[src/rtl/pkt_framer_pkg.sv]
// Shared types and helpers for the packet framer.
// Contents: FSM state enum, header field constants, even-parity helper.
package pkt_framer_pkg;

    typedef enum logic [1:0] {
        IDLE = 2'd0,
        SEND = 2'd1,
        GAP  = 2'd2
    } state_e;

    // Sequence number occupies the top SEQ_W header bits; command sits at bit 0,
    // master id directly above the command.
    localparam int unsigned SEQ_W   = 8;
    localparam int unsigned CMD_LSB = 0;

    // Widest field concatenation the parity helper accepts; callers zero-extend.
    localparam int unsigned PAR_MAX_W = 512;

    // Even parity bit: makes the total count of ones (data + parity) even.
    function automatic logic parity(input logic [PAR_MAX_W-1:0] v);
        return ^v;
    endfunction

endpackage

[src/rtl/pkt_framer_rr_arbiter.sv]
// Combinational round-robin arbiter.
// Ports: req (request vector), ptr (highest-priority index),
//        grant (one-hot), idx (granted index), any (some request present).
module rr_arbiter #(
    parameter  int unsigned N  = 4,
    localparam int unsigned IW = (N > 1) ? $clog2(N) : 1
) (
    input  logic [N-1:0]  req,
    input  logic [IW-1:0] ptr,
    output logic [N-1:0]  grant,
    output logic [IW-1:0] idx,
    output logic          any
);

    int unsigned cand;

    // Scan from ptr upward with wrap; first requester found wins.
    always_comb begin
        grant = '0;
        idx   = '0;
        any   = 1'b0;
        cand  = 0;
        for (int unsigned off = 0; off < N; off++) begin
            cand = (32'(ptr) + off) % N;
            if (!any && req[cand]) begin
                any         = 1'b1;
                grant[cand] = 1'b1;
                idx         = IW'(cand);
            end
        end
    end

endmodule

[src/rtl/pkt_framer.sv]
// Packet framer: round-robin arbitrates N masters, frames header with an
// 8-bit sequence number, adds even parity, drives a valid/ack bus and retries
// on ack timeout, dropping the packet (err_valid pulse) after MAX_RETRY retries.
// Ports: req_valid/req_cmd/req_payload in, req_ready one-hot grant pulse out;
//        out_* framed packet bus with out_ack in; err_valid/err_master_id on drop.
module pkt_framer
    import pkt_framer_pkg::*;
#(
    parameter  int unsigned NUM_MASTERS = 4,
    parameter  int unsigned PAYLOAD_W   = 16,
    parameter  int unsigned CMD_W       = 4,
    parameter  int unsigned HDR_W       = 32,
    parameter  int unsigned ACK_TIMEOUT = 15,
    parameter  int unsigned MAX_RETRY   = 3,
    localparam int unsigned MID_W       = (NUM_MASTERS > 1) ? $clog2(NUM_MASTERS) : 1
) (
    input  logic                           clk,
    input  logic                           rst,
    input  logic [NUM_MASTERS-1:0]         req_valid,
    input  logic [NUM_MASTERS*CMD_W-1:0]   req_cmd,
    input  logic [NUM_MASTERS*PAYLOAD_W-1:0] req_payload,
    output logic [NUM_MASTERS-1:0]         req_ready,
    output logic                           out_valid,
    output logic [HDR_W-1:0]               out_header,
    output logic [PAYLOAD_W-1:0]           out_payload,
    output logic [CMD_W-1:0]               out_command,
    output logic [MID_W-1:0]               out_master_id,
    output logic                           out_parity,
    input  logic                           out_ack,
    output logic                           err_valid,
    output logic [MID_W-1:0]               err_master_id
);

    localparam int unsigned WAIT_W  = (ACK_TIMEOUT > 1) ? $clog2(ACK_TIMEOUT) : 1;
    localparam int unsigned RETRY_W = (MAX_RETRY > 0) ? $clog2(MAX_RETRY + 1) : 1;

    state_e               state_q, state_d;
    logic [MID_W-1:0]     rr_ptr_q, rr_ptr_d;
    logic [SEQ_W-1:0]     seq_q, seq_d;
    logic [WAIT_W-1:0]    wait_cnt_q, wait_cnt_d;
    logic [RETRY_W-1:0]   retry_cnt_q, retry_cnt_d;
    logic                 out_valid_q, out_valid_d;
    logic [HDR_W-1:0]     out_header_q, out_header_d;
    logic [PAYLOAD_W-1:0] out_payload_q, out_payload_d;
    logic [CMD_W-1:0]     out_command_q, out_command_d;
    logic [MID_W-1:0]     out_master_id_q, out_master_id_d;
    logic                 out_parity_q, out_parity_d;
    logic                 err_valid_q, err_valid_d;
    logic [MID_W-1:0]     err_master_id_q, err_master_id_d;

    logic [NUM_MASTERS-1:0] gnt;
    logic [MID_W-1:0]       gnt_idx;
    logic                   gnt_any;
    logic [CMD_W-1:0]       cmd_sel;
    logic [PAYLOAD_W-1:0]   pay_sel;
    logic [HDR_W-1:0]       hdr_new;
    logic                   par_new;

    rr_arbiter #(.N(NUM_MASTERS)) u_arb (
        .req   (req_valid),
        .ptr   (rr_ptr_q),
        .grant (gnt),
        .idx   (gnt_idx),
        .any   (gnt_any)
    );

    // Grant is a same-cycle consume pulse, so it is combinational from the request.
    assign req_ready = (state_q == IDLE && !rst) ? gnt : '0;

    assign cmd_sel = req_cmd[32'(gnt_idx) * CMD_W +: CMD_W];
    assign pay_sel = req_payload[32'(gnt_idx) * PAYLOAD_W +: PAYLOAD_W];

    // Header for the packet being granted now; unused bits stay zero.
    always_comb begin
        hdr_new                             = '0;
        hdr_new[HDR_W-1 -: SEQ_W]           = seq_q;
        hdr_new[CMD_W +: MID_W]             = gnt_idx;
        hdr_new[CMD_LSB +: CMD_W]           = cmd_sel;
    end

    assign par_new = parity(PAR_MAX_W'({hdr_new, pay_sel, cmd_sel, gnt_idx}));

    // Next-state and output logic.
    always_comb begin
        state_d         = state_q;
        rr_ptr_d        = rr_ptr_q;
        seq_d           = seq_q;
        wait_cnt_d      = wait_cnt_q;
        retry_cnt_d     = retry_cnt_q;
        out_valid_d     = out_valid_q;
        out_header_d    = out_header_q;
        out_payload_d   = out_payload_q;
        out_command_d   = out_command_q;
        out_master_id_d = out_master_id_q;
        out_parity_d    = out_parity_q;
        err_valid_d     = 1'b0;
        err_master_id_d = err_master_id_q;

        case (state_q)
            IDLE: begin
                out_valid_d = 1'b0;
                if (gnt_any) begin
                    out_header_d    = hdr_new;
                    out_payload_d   = pay_sel;
                    out_command_d   = cmd_sel;
                    out_master_id_d = gnt_idx;
                    out_parity_d    = par_new;
                    wait_cnt_d      = '0;
                    retry_cnt_d     = '0;
                    rr_ptr_d        = MID_W'((32'(gnt_idx) + 1) % NUM_MASTERS);
                    out_valid_d     = 1'b1;
                    state_d         = SEND;
                end
            end
            SEND: begin
                // Ack takes priority over a timeout expiring in the same cycle.
                if (out_ack) begin
                    seq_d       = SEQ_W'(seq_q + 1'b1);
                    out_valid_d = 1'b0;
                    state_d     = IDLE;
                end else if (wait_cnt_q == WAIT_W'(ACK_TIMEOUT - 1)) begin
                    out_valid_d = 1'b0;
                    if (retry_cnt_q < RETRY_W'(MAX_RETRY)) begin
                        retry_cnt_d = RETRY_W'(retry_cnt_q + 1'b1);
                        state_d     = GAP;
                    end else begin
                        err_valid_d     = 1'b1;
                        err_master_id_d = out_master_id_q;
                        state_d         = IDLE;
                    end
                end else begin
                    wait_cnt_d = WAIT_W'(wait_cnt_q + 1'b1);
                end
            end
            GAP: begin
                wait_cnt_d  = '0;
                out_valid_d = 1'b1;
                state_d     = SEND;
            end
            default: begin
                out_valid_d = 1'b0;
                state_d     = IDLE;
            end
        endcase
    end

    // State and output registers.
    always_ff @(posedge clk) begin
        if (rst) begin
            state_q         <= IDLE;
            rr_ptr_q        <= '0;
            seq_q           <= '0;
            wait_cnt_q      <= '0;
            retry_cnt_q     <= '0;
            out_valid_q     <= 1'b0;
            out_header_q    <= '0;
            out_payload_q   <= '0;
            out_command_q   <= '0;
            out_master_id_q <= '0;
            out_parity_q    <= 1'b0;
            err_valid_q     <= 1'b0;
            err_master_id_q <= '0;
        end else begin
            state_q         <= state_d;
            rr_ptr_q        <= rr_ptr_d;
            seq_q           <= seq_d;
            wait_cnt_q      <= wait_cnt_d;
            retry_cnt_q     <= retry_cnt_d;
            out_valid_q     <= out_valid_d;
            out_header_q    <= out_header_d;
            out_payload_q   <= out_payload_d;
            out_command_q   <= out_command_d;
            out_master_id_q <= out_master_id_d;
            out_parity_q    <= out_parity_d;
            err_valid_q     <= err_valid_d;
            err_master_id_q <= err_master_id_d;
        end
    end

    assign out_valid     = out_valid_q;
    assign out_header    = out_header_q;
    assign out_payload   = out_payload_q;
    assign out_command   = out_command_q;
    assign out_master_id = out_master_id_q;
    assign out_parity    = out_parity_q;
    assign err_valid     = err_valid_q;
    assign err_master_id = err_master_id_q;

endmodule

[config.mk]
export PLATFORM = sky130hd
export DESIGN_NAME = pkt_framer
export DESIGN_NICKNAME = d
export VERILOG_FILES = /design/src/rtl/pkt_framer_pkg.sv /design/src/rtl/pkt_framer_rr_arbiter.sv /design/src/rtl/pkt_framer.sv
export SDC_FILE = /design/constraint.sdc
export NUM_CORES = 1
export LEC_CHECK = 0
export BUFFER_PORTS_ARGS = -buffer_cell sky130_fd_sc_hd__buf_4
export CAP_MARGIN = 25
export CORE_MARGIN = 3
export CORE_UTILIZATION = 54
export DETAILED_ROUTE_END_ITERATION = 16
export PLACE_DENSITY = 0.9
export SLEW_MARGIN = 20
export SYNTH_ARGS = -nofsm -noshare
export SYNTH_HDL_FRONTEND = slang
export SYNTH_SLANG_ARGS = --single-unit
[constraint.sdc]
create_clock -name clk -period 5.4 [get_ports clk]
set_clock_uncertainty 0.15 [all_clocks]
set_input_delay 0.27 -clock clk [delete_from_list [all_inputs] [get_ports clk]]
set_output_delay 0.27 -clock clk [all_outputs]
set_load 0.01 [all_outputs]
==> impl_metrics.env <==
export IMPL_grt_max_degree=55
export IMPL_synth_xor_area_frac=0.146
export IMPL_clk_latency_ns=0.32
export IMPL_synthMuxAreaShare=0.159
export IMPL_slew_violations=0
export IMPL_critPathLaunch="rr_ptr_q[0]$_SDFFE_PP0P_"
export IMPL_async_flop_share=0
export IMPL_place_area_mm2=0.00479
export IMPL_cts_resized=0
export IMPL_grt_antenna_before_repair=0
export IMPL_syn2layout_area_growth_pct=24.9
export IMPL_rows=30
export IMPL_rsz0062_at_grt="false"
export IMPL_r2r_end="out_parity$_SDFFE_PP0P_"
export IMPL_yosys_cell_types_count=47
export IMPL_leakagePower_nw=2.18
export IMPL_io_pin_count=150
export IMPL_numCtsBuffers=5
export IMPL_num_antenna_cells=0
export IMPL_yosys_area_share_simple=0.153
export IMPL_endpoint="out_parity$_SDFFE_PP0P_"
export IMPL_yosysTopAreaCellShare=0.270
export IMPL_timing_fmax_ghz=0.236
export IMPL_required_ns=5.49
export IMPL_synth_top_family_by_area="multiplexers"
export IMPL_dr_first_iter_drc_count=160
export IMPL_cts_root_buf="clkbuf_8"
export IMPL_synthFlopType="dfxtp_1"
export IMPL_grt_pass1_vias=3669
export IMPL_worst_pin_slew_ns=0.964
export IMPL_yosys_area_top_type="dfxtp_1"
export IMPL_finalSetupTns_ns=0
export IMPL_synth_most_common_cell="nand2_1"
export IMPL_postCtsHoldBufs=0
export IMPL_critical_path_max_fanout=31
export IMPL_coreArea_mm2=0.00694
export IMPL_route_detailed_drc=0
export IMPL_place_hpwl_mm=8.07
export IMPL_drtAntennaViolNets=0
export IMPL_irDropWorstVdd_v=0.000198
export IMPL_syn_area_per_cell_um2=8.38
export IMPL_grt_overflow=0
export IMPL_ys_ff_latch=53
export IMPL_crit_type="reg2reg"
export IMPL_reg2reg_depth=10
export IMPL_period_share=0.784
export IMPL_tritoncts="done"
export IMPL_synth_edff_count=0
export IMPL_port_buffers=131
export IMPL_post_cts_buffers=0
export IMPL_clk_pin_slew_ns=0.10
export IMPL_start_util=0.566
export IMPL_ff2ff_setup_slack_ns=1.17
export IMPL_fin_area_mm2=0.00491
export IMPL_layout_cells_non_filler=672
export IMPL_cp_start_kind="flip-flop"
export IMPL_die_y_um=91.3
export IMPL_maxSlewHeadroom=0.357
export IMPL_ys_warnings_count=0
export IMPL_synth_adder_area_share=0.0414
export IMPL_via_per_inst=5.50
export IMPL_ys_seq_area_frac=0.270
export IMPL_nets=675
export IMPL_synth_cells=469
export IMPL_netlist_area_mm2=0.00393
export IMPL_die_w_um=91.3
export IMPL_cts_sinks=53
export IMPL_cp_arrival_ns=4.32
export IMPL_dieArea_mm2=0.00834
export IMPL_power_density_mw_per_mm2=373
export IMPL_drive_gt1_frac=0.269
export IMPL_drtPass1Iterations=4
export IMPL_end_kind="flip-flop"
export IMPL_status="completed"
export IMPL_setup_violations=0
export IMPL_min_period_ns=4.23
export IMPL_synth_compound_area_frac=0.137
export IMPL_wirelength_mm=10.7
export IMPL_drv_cap=0
export IMPL_wl_per_cell_um=15.9
export IMPL_clk_path_buf_depth=2
export IMPL_yosys_top_cells_count="65 x nand2_1, 53 x dfxtp_1, 52 x xnor2_1"
export IMPL_dp_cells=664
export IMPL_num_vias=3698
export IMPL_grt_pass1_wl_mm=16.9
export IMPL_htreeDepth=2
export IMPL_hold_path_class="in2reg"
export IMPL_timing_rr_start="rr_ptr_q[0]$_SDFFE_PP0P_"
export IMPL_synth_area_leaders="dfxtp_1 27%, xnor2_1 12%, mux2i_1 8.9%"
export IMPL_gp_congestion=0.797
export IMPL_grt_usage=0.245
export IMPL_hold_viol_final=0
## critical path, cell delays in order, from the launching register on
cell,delay (ns)
dfxtp_1,0.74
inv_1,0.21
ha_1,0.48
mux2i_1,0.27
mux2i_1,0.23
o21ai_2,0.24
a211o_1,0.77
nor3_1,0.16
a2111oi_1,0.45
xnor3_1,0.29
o31ai_2,0.16
## state kept, by name, indices dropped and copies added (netlist names)
signal,cells
wait_cnt_q,4
out_command,3
out_valid,1
out_header,10
err_valid,1
out_payload,16
rr_ptr_q,2
out_parity,1
retry_cnt_q,2
err_master_id,2
out_master_id,1
seq_q,8
state_q,2
## worst min-delay path by stage
stage | start | end | slack (ns) | depth (start not counted)
2_1_floorplan | out_ack | state_q[1]$_SDFFE_PP0P_ | 0.30 | 3
3_3_place_gp | out_payload[0]$_SDFFE_PP0P_ | out_payload[0]$_SDFFE_PP0P_ | 0.29 | 2
3_5_place_dp | out_header[24]$_SDFFE_PP0P_ | out_header[24]$_SDFFE_PP0P_ | 0.30 | 2
4_1_cts | out_ack | state_q[1]$_SDFFE_PP0P_ | 0.11 | 4
5_1_grt | out_ack | state_q[1]$_SDFFE_PP0P_ | 0.14 | 4
6_report | out_ack | state_q[1]$_SDFFE_PP0P_ | 0.12 | 4
## logic make-up (layout without fill, tap and decap cells)
| group | count (synthesis) | after routing |
|---|---|---|
| muxes | 58 | 58 |
| other | 1 | 18 |
| AOI/OAI and AO/OA | 81 | 81 |
| DFF | 53 | 53 |
| buffers and inverters | 59 | 149 |
| and+or+nand+nor | 140 | 140 |
| xor gates and xnor gates | 64 | 64 |
| adders and majority gates | 13 | 13 |
## metrics by stage
stage / setup WS (ns) / hold WS (ns) / power, mW / utilization
after floorplan: 2.06 / 0.300 / 1.29 / -
after global placement: 1.47 / 0.293 / 1.51 / 0.690
after detailed placement: 1.28 / 0.302 / 1.55 / 0.690
after CTS: 1.21 / 0.114 / 1.83 / 0.707
after global routing: 0.774 / 0.136 / 1.95 / 0.707
final: 1.17 / 0.122 / 1.83 / 0.707
## power by group
part | switching [mW] | internal (mW) | leakage, nW
Clock | 0.140 | 0.142 | 0.0603
Combinational | 0.537 | 0.499 | 1.69
Sequential | 0.0587 | 0.456 | 0.434
## layout make-up
type	count	area, um^2
clock inverter	3	50.0
multi-input combinational	374	2570
clock buffer	5	68.8
timing repair buffer	135	1010
tap	96	120
sequential	53	1060
fill	508	2040
inverter	6	22.5
## placed cells by master, fill, tap and decap left out, drive strengths merged, types with 2 or more instances in the layout
cell / n
clkbuf: 5
nand4: 2
xor2: 11
buf: 135
a22oi: 5
conb: 18
a21oi: 33
nor2: 44
nand2: 65
nand2b: 2
mux2i: 35
ha: 13
o21ai: 7
inv: 7
o21a: 2
o211ai: 19
and3: 2
and2: 3
a221oi: 5
nand3b: 2
mux2: 23
nand3: 6
dfxtp: 53
xnor2: 52
a211oi: 5
nor3: 9
## routing by layer
layer / GRT usage / vias up / routed length, um
met1: 0.259 / 1727 / 4010
met2: 0.464 / 155 / 5580
met4: 0.118 / 0 / 469
met5: 0 / - / 0
met3: 0.0439 / 43 / 595
li1: - / 1773 / -
Note: power is estimated with default switching activity, not from simulation.
